<file path="src/rtl/aes_byte_packer_pkg.sv">
// Shared AES datapath widths and the byte-slot ordering common to the packer and the column selector.
package aes_byte_packer_pkg;
    localparam int AES_BYTE_W          = 8;
    localparam int AES_WORD_W          = 32;
    localparam int AES_BYTES_PER_WORD  = 4;
    localparam int AES_WORDS_PER_BLOCK = 4;
    localparam int AES_SLOT_W          = $clog2(AES_BYTES_PER_WORD);
    localparam int AES_WIDX_W          = 4;

    typedef logic [AES_BYTE_W-1:0] aes_byte_t;
    typedef logic [AES_WORD_W-1:0] aes_word_t;
    typedef logic [AES_SLOT_W-1:0] aes_slot_t;
    typedef logic [AES_WIDX_W-1:0] aes_widx_t;

    // Slot 0 is the most significant byte, matching selector sel 0..3.
    function automatic int slot_hi(input aes_slot_t idx);
        return AES_WORD_W - 1 - AES_BYTE_W * int'(idx);
    endfunction

    function automatic aes_word_t place_byte(input aes_word_t w, input aes_slot_t idx,
                                             input aes_byte_t b);
        int sh;
        sh = slot_hi(idx) - (AES_BYTE_W - 1);
        return (w & ~(aes_word_t'({AES_BYTE_W{1'b1}}) << sh)) | (aes_word_t'(b) << sh);
    endfunction
endpackage

</file>
<file path="src/rtl/aes_byte_packer_if.sv">
// Byte-in / word-out stream bundle of the packer; slave is the packer side.
interface aes_byte_packer_if;
    import aes_byte_packer_pkg::*;

    aes_byte_t byte_in;
    logic      byte_valid;
    logic      byte_ready;
    aes_slot_t byte_idx;
    aes_word_t word_out;
    logic      word_valid;
    logic      word_ready;
    logic      word_last;

    modport master (
        output byte_in, byte_valid, word_ready,
        input  byte_ready, byte_idx, word_out, word_valid, word_last
    );

    modport slave (
        input  byte_in, byte_valid, word_ready,
        output byte_ready, byte_idx, word_out, word_valid, word_last
    );
endinterface

</file>
<file path="src/rtl/aes_word_out_reg.sv">
// Single-entry registered output stage: loads a finished word, drops valid once it is consumed.
module aes_word_out_reg
    import aes_byte_packer_pkg::*;
(
    input  logic      clk,
    input  logic      rst_n,
    input  logic      i_load,
    input  aes_word_t i_word,
    input  logic      i_last,
    input  logic      i_ready,
    output aes_word_t o_word,
    output logic      o_valid,
    output logic      o_last
);
    aes_word_t r_word;
    logic      r_valid;
    logic      r_last;

    // A load in the same cycle as a consume replaces the word with no bubble.
    always_ff @(posedge clk) begin
        if (!rst_n) begin
            r_word  <= '0;
            r_valid <= 1'b0;
            r_last  <= 1'b0;
        end else if (i_load) begin
            r_word  <= i_word;
            r_valid <= 1'b1;
            r_last  <= i_last;
        end else if (r_valid && i_ready) begin
            r_valid <= 1'b0;
            r_last  <= 1'b0;
        end
    end

    assign o_word  = r_word;
    assign o_valid = r_valid;
    assign o_last  = r_last;
endmodule

</file>
<file path="src/rtl/aes_byte_packer.sv">
// Serial-to-parallel packer: four accepted bytes form one column word, last word of a block is flagged.
module aes_byte_packer
    import aes_byte_packer_pkg::*;
#(
    parameter int WORDS_PER_BLOCK = AES_WORDS_PER_BLOCK
) (
    input  logic              clk,
    input  logic              rst_n,
    input  logic              abort,
    aes_byte_packer_if.slave  bus
);
    localparam aes_widx_t LAST_WIDX = aes_widx_t'(WORDS_PER_BLOCK - 1);
    localparam aes_slot_t LAST_SLOT = aes_slot_t'(AES_BYTES_PER_WORD - 1);

    aes_slot_t r_byte_idx;
    aes_widx_t r_word_idx;
    aes_word_t r_asm;

    logic      w_byte_ready;
    logic      w_byte_fire;
    logic      w_word_load;
    logic      w_word_last;
    aes_word_t w_word;

    // Only the closing byte waits on the output register; earlier slots fill during a stall.
    assign w_byte_ready = rst_n && !abort &&
                          !(r_byte_idx == LAST_SLOT && bus.word_valid && !bus.word_ready);
    assign w_byte_fire  = bus.byte_valid && w_byte_ready;
    assign w_word_load  = w_byte_fire && (r_byte_idx == LAST_SLOT);
    assign w_word_last  = (r_word_idx == LAST_WIDX);
    assign w_word       = place_byte(r_asm, LAST_SLOT, bus.byte_in);

    always_ff @(posedge clk) begin
        if (!rst_n || abort) begin
            r_byte_idx <= '0;
            r_word_idx <= '0;
            r_asm      <= '0;
        end else if (w_byte_fire) begin
            r_asm      <= place_byte(r_asm, r_byte_idx, bus.byte_in);
            r_byte_idx <= r_byte_idx + 1'b1;
            if (w_word_load) begin
                r_word_idx <= w_word_last ? '0 : r_word_idx + 1'b1;
            end
        end
    end

    aes_word_out_reg u_out_reg (
        .clk     (clk),
        .rst_n   (rst_n),
        .i_load  (w_word_load),
        .i_word  (w_word),
        .i_last  (w_word_last),
        .i_ready (bus.word_ready),
        .o_word  (bus.word_out),
        .o_valid (bus.word_valid),
        .o_last  (bus.word_last)
    );

    assign bus.byte_ready = w_byte_ready;
    assign bus.byte_idx   = r_byte_idx;
endmodule

</file>
<file path="src/flat_wrapper.sv">
// flat-port wrapper written by rule: the top's interface ports become plain ports
module aes_byte_packer_flat import aes_byte_packer_pkg::*;
#(
    parameter int WORDS_PER_BLOCK = AES_WORDS_PER_BLOCK
)
  (clk, rst_n, abort, bus_byte_in, bus_byte_valid, bus_word_ready, bus_byte_ready, bus_byte_idx, bus_word_out, bus_word_valid, bus_word_last);
  aes_byte_packer_if bus_i ();
  input  logic clk;
  input  logic rst_n;
  input  logic abort;
  input wire logic [$bits(bus_i.byte_in)-1:0] bus_byte_in;
  input wire logic [$bits(bus_i.byte_valid)-1:0] bus_byte_valid;
  input wire logic [$bits(bus_i.word_ready)-1:0] bus_word_ready;
  output wire logic [$bits(bus_i.byte_ready)-1:0] bus_byte_ready;
  output wire logic [$bits(bus_i.byte_idx)-1:0] bus_byte_idx;
  output wire logic [$bits(bus_i.word_out)-1:0] bus_word_out;
  output wire logic [$bits(bus_i.word_valid)-1:0] bus_word_valid;
  output wire logic [$bits(bus_i.word_last)-1:0] bus_word_last;
  assign bus_i.byte_in = bus_byte_in;
  assign bus_i.byte_valid = bus_byte_valid;
  assign bus_i.word_ready = bus_word_ready;
  assign bus_byte_ready = bus_i.byte_ready;
  assign bus_byte_idx = bus_i.byte_idx;
  assign bus_word_out = bus_i.word_out;
  assign bus_word_valid = bus_i.word_valid;
  assign bus_word_last = bus_i.word_last;
  aes_byte_packer #(.WORDS_PER_BLOCK(WORDS_PER_BLOCK)) u_core (.clk(clk), .rst_n(rst_n), .abort(abort), .bus(bus_i));
endmodule
</file>
<file path="config.mk">
export PLATFORM = sky130hd
export DESIGN_NAME = aes_byte_packer_flat
export DESIGN_NICKNAME = d
export VERILOG_FILES = /design/src/rtl/aes_byte_packer_pkg.sv /design/src/rtl/aes_byte_packer_if.sv /design/src/rtl/aes_word_out_reg.sv /design/src/rtl/aes_byte_packer.sv /design/src/flat_wrapper.sv
export SDC_FILE = /design/constraint.sdc
export NUM_CORES = 1
export LEC_CHECK = 0
export CORE_ASPECT_RATIO = 1.75
export CORE_MARGIN = 2
export CORE_UTILIZATION = 50
export DETAILED_ROUTE_END_ITERATION = 6
export PLACE_DENSITY = 0.75
export SYNTH_ARGS = -nofsm -noshare
export SYNTH_HDL_FRONTEND = slang
export SYNTH_HIERARCHICAL = 1
export SYNTH_SLANG_ARGS = --single-unit
</file>
<file path="constraint.sdc">
create_clock -name clk -period 2.1 [get_ports clk]
set_input_delay 0.42 -clock clk [delete_from_list [all_inputs] [get_ports clk]]
set_output_delay 0.42 -clock clk [all_outputs]
set_load 0.005 [all_outputs]
</file>
==> results.yml, run 1 <==
power_and_ir_drop:
  p_sw_uw: 511.5
  irDropWorstVdd_mv: 0.7524
  p_leak_uw: 0.001168
  intPower_uw: 2127
  seqPwrFrac_pct: 46.4
  power_frac_comb_pct: 4.2
  p_per_area_nw_per_um2: 789.6
  switching_share_pct: 19.38
  p_clk_share_pct: 49.4
synth:
  syn_avg_cell_area_um2: 11.98
  seq_area_frac_synth_pct: 51.41
  yosysMostFrequentCell: "dfxtp_1"
  yosys.area.top_type_share_pct: 51.41
  synth_nets: 226
  yosysWarningCount: 6
  syn_inst: 208
  synth_cell_types: 34
  synth_top_flop_cell: "dfxtp_1"
  synth.cell_area_um2: 2492
  synth_top_cell_by_area: "dfxtp_1"
  synthTopCellsByCount: "dfxtp_1 (64), nor2b_1 (33), mux2i_1 (32)"
  synth.area.top_cells: "dfxtp_1 (51%), mux2i_1 (13%), nor2b_1 (8.3%)"
  synth-seq-cells: 64
  async_flop_share_pct: 0
  synth-edff-count: 0
sta:
  min_period_over_period_pct: 86.50
  setup_violations: 0
  fin_skew_ps: 9.142
  slew_headroom_pct: 70.01
  tns_ps: 0
  slew_violations: 0
  fmax_mhz: 550.5
  finalCriticalPeriod_ps: 1817
  rsz0062_at_grt: "no"
  hold_violations: 0
  worstMarginPinSlew_ps: 446.4
detailed_routing:
  avgRoutedWirePerCell_um: 16.04
  firstDrtPassIters: 4
  ant_nets: 0
  drc_errors: 0
  wirelength_um: 5357
  viasPerCell: 5.374
  drtIter0Drc: 50
  vias: 1795
run:
  cap_violations: 0
critical_path:
  timing.rr.end: "u_core/r_asm[15]"
  endpoint: "bus_byte_idx[1]"
  regToRegStartpoint: "u_core/bus.byte_idx[0]"
  r2r_slack_ps: 390
  endpoint_kind: "primary output"
  worstPathRequired_ps: 1680
  worstSetupPathType: "reg -> out"
  crit_path_start_kind: "flop"
  r2r_cells: 8
  worstSetupStartpoint: "u_core/bus.byte_idx[1]"
  arrival_ps: 1400
  crit_fanout: 13
final_layout:
  area_delta_synth_final_pct: 34.09
  final_layout_size_suffix_gt1_share_pct: 15.00
  antenna_cells: 0
  regArea_um2: 1281
  multi_input_area_um2: 1092
  nFillCells: 385
  fin_nets: 293
  final_core_util_pct: 68.31
global_routing:
  grt_use_total_pct: 20.06
  antenna_found_initial: 0
  grt_first_pass_wirelength_um: 8335
  grt_max_degree: 24
  first_global_vias: 1743
  overflow: 0
clocking:
  cts_root_buffer: "clkbuf_8"
  cts.sinks: 64
  cts_buffers: 9
  clockBufferDepth: 2
  cts_max_level: 3
  clock_latency_ps: 330
  clk_pin_slew_ps: 60
  cts_tree: "yes"
  cts_hold_buffers: 0
floorplan:
  coreArea_um2: 4892
  io_pins: 50
  die_height_um: 97.40
  initial_core_util_pct: 50.95
  rows: 34
  die-area_um2: 5588
  fp.dieW_um: 57.37
hold_path:
  hp-class: "reg -> reg"
  min-delay-start: "u_core/u_out_reg/o_last"
run_status:
  status: "finished clean"
placed_design:
  gp_congestion: 0.8401
  dp_hpwl_um: 3846
  io_buffers: 49
==> sequential cells by signal, summed over array words and instances (netlist names) <==
register	flops
u_core/r_word_idx	4
u_core/u_out_reg/o_word	32
u_core/u_out_reg/o_valid	1
u_core/bus.byte_idx	2
u_core/u_out_reg/o_last	1
u_core/r_asm	24
==> cell type report <==
class	count	share of cell area (%)
repair buffers	66	18.91
flip-flops and latches	64	38.34
multi-input cells	130	32.68
well taps	54	2.022
clock buffers	11	4.530
inverters	4	0.4493
clock inverters	5	3.070
==> power by group through the flow <==
stage	clock [uW]	combinational [uW]	sequential (uW)
global route	1380	119	1220
CTS	1320	113	1220
floorplan	0	50.1	1250
global placement	0	112	1250
finish	1300	111	1230
detailed placement	0	112	1250
==> through the flow <==
step | hold WS, ps | cells | setup WS [ps] | total power, uW | instance area, um^2
finish | 474.1 | 334 | 283.5 | 2639 | 3342
global route | 494.3 | 334 | 220.2 | 2719 | 3342
CTS | 477.8 | 333 | 33.26 | 2662 | 3332
detailed placement | 454.1 | 317 | -86.00 | 1365 | 3079
global placement | 454.5 | 317 | -58.62 | 1364 | 3079
floorplan | 441.7 | 208 | 484.9 | 1302 | 2492
==> logic make-up after synthesis <==
family | after synthesis | share of synthesized area, %
AOI/OAI and AO/OA | 36 | 13.10
xor gates and xnor gates | 1 | 0.3515
adders and majority gates | 5 | 2.510
buffers and inverters | 14 | 4.769
DFF | 64 | 51.41
muxes | 32 | 12.85
and+or+nand+nor | 56 | 15.01
==> cells in the final DEF (no fill, tap or decap), types with 3 or more instances in the layout <==
cell type,count
clkdlybuf4s50_1,47
mux2i_1,32
nor2b_1,33
a21oi_1,3
dfxtp_1,64
nand2_1,6
a32o_1,8
a22o_1,16
bufinv_16,3
inv_1,4
clkbuf_8,11
ha_1,5
a21oi_4,3
buf_4,16
==> how the worst min path moves through the flow <==
stage	cells past startpoint	slack, ps	endpoint
after floorplan	1	440	u_core/r_asm[10]
final	2	470	u_core/u_out_reg/o_last
after global routing	1	490	u_core/r_asm[14]
after CTS	2	480	u_core/u_out_reg/o_last
after detailed placement	1	450	u_core/r_asm[16]
after global placement	1	450	u_core/r_asm[13]
==> timing repair <==
item	4_1_cts	5_1_grt
setup endpoints to repair	1	1
gates resized for setup	1	1
setup buffers	0	1
==> worst max-delay path: stages, from the launching register on <==
cell,delay (ps)
dfxtp_1,330
buf_4,220
clkdlybuf4s50_1,530
==> per-layer routing <==
layer	vias to the layer above	track usage, %	share of wire [%]
met5	-	0	0
met4	0	12.16	2.9
met3	8	6.525	3.6
met2	43	33.04	53
met1	867	21.51	40
li1	877	-	-
Note: power is estimated with default switching activity, not from simulation.
==> inputs of run 2 (changes only) <==
--- a/config.mk
+++ b/config.mk
@@ -12,5 +12,4 @@
 export PLACE_DENSITY = 0.75
 export SYNTH_ARGS = -nofsm -noshare
 export SYNTH_HDL_FRONTEND = slang
-export SYNTH_HIERARCHICAL = 1
 export SYNTH_SLANG_ARGS = --single-unit
==> run 2 against run 1 <==
  * Worst setup slack got worse by 97 ps
  * Count of clock-buffer cells in the layout down 1
  * Sequential cell count did not move
  * Combinational power up 12%
  * Highest routed layer unchanged
  * Global-route usage is 3.0 points higher
  * Maximum frequency is 5.1% lower
  * Clock skew fell by 0.57 ps
  * Via count up 25%
  * Cell count increased by 11%
  * Routed wire length is 18% higher
==> results.yml, run 2 <==
run_status:
  status: "finished clean"
sta:
  slew_headroom_pct: 51.53
  slew_violations: 0
  fin_skew_ps: 8.571
  rsz0062_at_grt: "no"
  worst_slack_ps: 186.0
  min_period_over_period_pct: 91.14
  fmax_mhz: 522.5
  finalCriticalPeriod_ps: 1914
  setup_violations: 0
  worstMarginPinSlew_ps: 724.7
  hold_violations: 0
  tns_ps: 0
critical_path:
  worstPathRequired_ps: 1680
  r2r_slack_ps: 350
  endpoint_kind: "primary output"
  crit_path_start_kind: "primary input"
  worstSetupPathType: "in -> out"
  arrival_ps: 1490
  crit_fanout: 5
clocking:
  clockBufferDepth: 2
  cts_max_level: 3
  cts_buffers: 9
  cts_root_buffer: "clkbuf_8"
  cts_setup_buffers: 0
  cts_hold_buffers: 0
  clk_pin_slew_ps: 70
  cts.sinks: 64
  clock_latency_ps: 350
  cts_tree: "yes"
detailed_routing:
  drc_errors: 0
  viasPerCell: 6.078
  routedLengthMet1_um: 2467
  met3_wirelength_um: 305
  highest_layer: "met4"
  vias: 2249
  avgRoutedWirePerCell_um: 17.15
  wl_met2_um: 3415
  drtIter0Drc: 76
  firstDrtPassIters: 4
  wirelength_um: 6347
  ant_nets: 0
power_and_ir_drop:
  irDropWorstVdd_mv: 0.5275
  p_per_area_nw_per_um2: 739.0
  p_leak_uw: 0.001137
floorplan:
  fp.dieW_um: 57.53
  rows: 34
  coreArea_um2: 4892
  die-area_um2: 5620
  die_height_um: 97.68
  io_pins: 50
  initial_core_util_pct: 51.25
hold_path:
  hp-class: "reg -> reg"
synth:
  synth_nets: 279
  synth.cell_area_um2: 2507
  seq_area_frac_synth_pct: 51.10
  yosysMostFrequentCell: "dfxtp_1"
  async_flop_share_pct: 0
  synth.area.top_cells: "dfxtp_1 (51%), nand4_1 (8.5%), o21ai_0 (7.0%)"
  synthTopCellsByCount: "dfxtp_1 (64), nand2_1 (36), o21ai_0 (35)"
  synth-seq-cells: 64
  yosysWarningCount: 0
  syn_inst: 261
  synth_cell_types: 34
  yosys.area.top_type_share_pct: 51.10
  synth_top_cell_by_area: "dfxtp_1"
  synth-edff-count: 0
  synth_top_flop_cell: "dfxtp_1"
  syn_avg_cell_area_um2: 9.607
placed_design:
  dp_hpwl_um: 4096
  preCtsSetupSlack_ps: -263.9
  io_buffers: 49
  gp_congestion: 0.8155
final_layout:
  final_layout_size_suffix_gt1_share_pct: 12.34
  largest_reg_flops: 32
  nFillCells: 407
  final_core_util_pct: 67.21
  regArea_um2: 1282
  area_delta_synth_final_pct: 31.14
  multi_input_area_um2: 1106
  antenna_cells: 0
  final_common_cell: "dfxtp_1"
  fin_nets: 329
  layout_common_cells: "dfxtp_1 (63), clkdlybuf4s50_1 (48), nand2_1 (36)"
global_routing:
  first_global_vias: 2038
  grt_use_total_pct: 23.09
  antenna_found_initial: 0
  overflow: 0
  grt_max_degree: 38
  grt_first_pass_wirelength_um: 9873
run:
  cap_violations: 0
run 2: changes by cell type in the layout (fill, tap and decap cells not counted), moves of 2 or more:
cell and change:
a21oi_1 +2, a21oi_4 -3, a31oi_2 +2, buf_4 -5, bufinv_16 -2, mux2i_1 -31, nand2_1 +30, nand3_1 +2
nand4_1 +34, nor2b_1 -31, o21ai_0 +34, or4_1 +2
run 2: worst max-delay path, stage by stage:
cell and delay (ps):
clkdlybuf4s50_1 520, and3b_1 210, nor2_1 80, dlygate4sd2_1 250
run 2: cell type report:
cell class	instances	share of cell area (%)
Timing Repair Buffer	62	18.61
Clock buffer	10	4.186
Clock inverter	6	2.055
Multi-Input combinational cell	170	33.64
Sequential cell	64	39.00
Tap cell	54	2.055
Inverter	4	0.4566
run 2: path summary, 6_finish.rpt:
check / startpoint / to / cells after the start
max: bus_word_ready / bus_byte_ready / 4
min: u_core.u_out_reg.o_word[18] / u_core.u_out_reg.o_word[18] / 2
max reg2reg: u_core.bus.byte_idx[1] / u_core.u_out_reg.o_word[25] / 4
min reg2reg: u_core.u_out_reg.o_word[18] / u_core.u_out_reg.o_word[18] / 2
run 2: metal layers:
layer | global-route usage [%] | vias up
li1 | - | 1069
met1 | 26.40 | 1085
met2 | 38.72 | 82
met3 | 6.258 | 13
met4 | 10.73 | 0
met5 | 0 | -
run 2: cell families after synthesis:
kind of cell,share of synthesized area (%)
buffers and inverters,5.539
AND/OR/NAND/NOR,21.26
multiplexers,0.3992
adder cells (fa/ha/maj),2.495
AO/OA/AOI/OAI,19.21
flip-flops,51.10
run 2: repair_timing:
action,in CTS,in global routing
endpoints found under the hold margin,0,0
setup endpoints to repair,1,8
resized for setup,2,1
gates cloned,0,1
run 2: metrics by stage:
step / power, uW / hold WS (ps) / cell area (um^2) / instances
3_5_place_dp: 1375 / 449.9 / 3067 / 353
3_3_place_gp: 1375 / 444.6 / 3067 / 353
6_report: 2430 / 454.8 / 3288 / 370
4_1_cts: 2444 / 460.2 / 3272 / 369
2_1_floorplan: 1312 / 441.6 / 2507 / 261
5_1_grt: 2498 / 474.5 / 3288 / 370
run 2: power by group:
| part | internal, uW | switching [uW] | total, uW |
|---|---|---|---|
| clock | 583 | 496 | 1080 |
| combinational | 50.2 | 74.2 | 124 |
| sequential | 1220 | 4.90 | 1230 |
==> inputs of run 3 (changes only) <==
--- a/config.mk
+++ b/config.mk
@@ -5,6 +5,7 @@
 export SDC_FILE = /design/constraint.sdc
 export NUM_CORES = 1
 export LEC_CHECK = 0
+export CAP_MARGIN = 40
 export CORE_ASPECT_RATIO = 1.75
 export CORE_MARGIN = 2
 export CORE_UTILIZATION = 50
==> run 3 against run 2 <==
  * Routed wire length shrank 5.8%
  * Design area shrank 0.30%
  * Largest cell class unchanged
  * Count of clock-buffer cells in the layout grew 1
  * Clock skew shrank 2.9 ps
  * Clock power shrank 4%
==> results.yml, run 3 (synthesis gave the netlist of run 2 again) <==
sta:
  fin_skew_ps: 5.656
  setup_violations: 0
  min_period_over_period_pct: 93.43
  finalCriticalPeriod_ps: 1962
  rsz0062_at_grt: "no"
  slew_headroom_pct: 57.84
  fmax_mhz: 509.7
  hold_violations: 0
  slew_violations: 0
  worstMarginPinSlew_ps: 630.4
critical_path:
  r2r_cells: 5
  endpoint: "bus_byte_ready"
  path_cells: "ha_1 -> and3b_1 -> nor2_1 -> dlygate4sd2_1"
  max_stage_delay_ps: 450
  crit_path_start_kind: "flop"
  endpoint_kind: "primary output"
  worstSetupPathType: "reg -> out"
  worstSetupStartpoint: "u_core.bus.byte_idx[1]"
  cp_top_family: "flip-flops"
  path_buf_inv: 1
  crit_cells: 4
  timing.rr.end: "u_core.u_out_reg.o_last"
  arrival_ps: 1540
  slowest_stage: "dfxtp_1"
  regToRegStartpoint: "u_core.bus.byte_idx[1]"
  worstPathRequired_ps: 1680
  crit_fanout: 7
  r2r_slack_ps: 300
final_layout:
  final_common_cell: "dfxtp_1"
  fin_area_um2: 3278
  largest_reg_flops: 32
  fin_nets: 329
  final_core_util_pct: 67.01
  area_delta_synth_final_pct: 30.74
  nFillCells: 418
  layout_common_cells: "dfxtp_1 (64), clkdlybuf4s50_1 (48), nand2_1 (36)"
  antenna_cells: 0
  final_layout_size_suffix_gt1_share_pct: 11.71
detailed_routing:
  wirelength_um: 5979
  drtIter0Drc: 69
  firstDrtPassIters: 4
  viasPerCell: 5.908
  drc_errors: 0
  vias: 2186
  avgRoutedWirePerCell_um: 16.16
  ant_nets: 0
run:
  cap_violations: 0
hold_path:
  hp-class: "reg -> reg"
placed_design:
  placed_area_um2: 3082
  gp_congestion: 0.8155
  io_buffers: 49
  dp_hpwl_um: 4197
clocking:
  clock_latency_ps: 340
  cts.sinks: 64
  clk_pin_slew_ps: 70
  clockBufferDepth: 2
  cts_hold_buffers: 0
  cts_buffers: 9
  cts_tree: "yes"
  cts_max_level: 3
  cts_root_buffer: "clkbuf_8"
power_and_ir_drop:
  p_leak_uw: 0.001144
  irDropWorstVdd_mv: 0.8241
  p_per_area_nw_per_um2: 728.9
global_routing:
  antenna_found_initial: 0
  grt_first_pass_wirelength_um: 9528
  grt_use_total_pct: 21.91
  grt_max_degree: 38
  first_global_vias: 2001
  overflow: 0
floorplan:
  rows: 34
  die-area_um2: 5620
  fp.dieW_um: 57.53
  io_pins: 50
  die_height_um: 97.68
  coreArea_um2: 4892
  initial_core_util_pct: 51.25
run_status:
  status: "finished clean"
==> run 3: cell types whose count changed in the layout (fill, tap and decap cells not counted), sizes merged <==
cell,delta
buf,+1
clkbuf,+1
clkinv,+1
clkinvlp,-1
inv,-1
nor3,-1
==> run 3: what timing repair did <==
| action | CTS | global route |
|---|---|---|
| gates resized for setup | 1 | 0 |
| endpoints found under the setup margin | 1 | 0 |
| setup buffers | 0 | 0 |
==> run 3: worst register-to-register path: stages (launching register included) <==
cell and delay (ps):
dfxtp_1 450, ha_1 250, nand2_1 120, nor3_4 510
buf_8 230, mux2i_1 180
==> run 3: layer usage <==
| layer | vias to the layer above | share of wire [%] | track usage, % |
|---|---|---|---|
| met5 | - | 0 | 0 |
| li1 | 1068 | - | - |
| met1 | 1031 | 38 | 24.96 |
| met4 | 0 | 2.2 | 10.20 |
| met2 | 75 | 53 | 36.98 |
| met3 | 12 | 6.3 | 5.726 |
==> run 3: worst min-delay path by stage <==
stage                                           start                           to  slack (ps)  cells past startpoint
final                     u_core.u_out_reg.o_word[18]  u_core.u_out_reg.o_word[18]         450                      2
after CTS                  u_core.u_out_reg.o_word[8]   u_core.u_out_reg.o_word[8]         460                      2
after floorplan                      u_core.r_asm[16]             u_core.r_asm[16]         440                      1
after global routing      u_core.u_out_reg.o_word[12]  u_core.u_out_reg.o_word[12]         470                      2
after global placement    u_core.u_out_reg.o_word[23]  u_core.u_out_reg.o_word[23]         440                      2
after detailed placement  u_core.u_out_reg.o_word[18]  u_core.u_out_reg.o_word[18]         450                      2
==> run 3: cell type report <==
class                   count  area [um^2]  area share [%]
flip-flops and latches     64         1281           39.08
multi-input cells         169         1090           33.24
repair buffers             63        626.9           19.12
clock buffers              11        141.4           4.313
well taps                  54        67.56           2.061
clock inverters             5        56.30           1.718
inverters                   4        15.01          0.4580
==> run 3: stage by stage <==
stage                     setup TNS, ps  hold WS, ps  cells  worst slack, ps  power (uW)
after floorplan                       0        441.6    261            450.0        1312
after global placement            -7244        444.6    353           -174.3        1375
after detailed placement          -2406        450.6    354           -152.9        1376
after CTS                             0        460.3    370            117.2        2401
after global routing                  0        474.2    370            40.73        2468
final                                 0        454.0    370            137.9        2390
==> run 3: report_power, final <==
group | switching (uW) | leakage, uW | internal, uW | total [uW]
Sequential | 4.90 | 0.000516 | 1220 | 1230
Clock | 464 | 0.0000993 | 578 | 1040
Combinational | 71.0 | 0.000528 | 50.0 | 121
Total | 540 | 0.00114 | 1850 | 2390
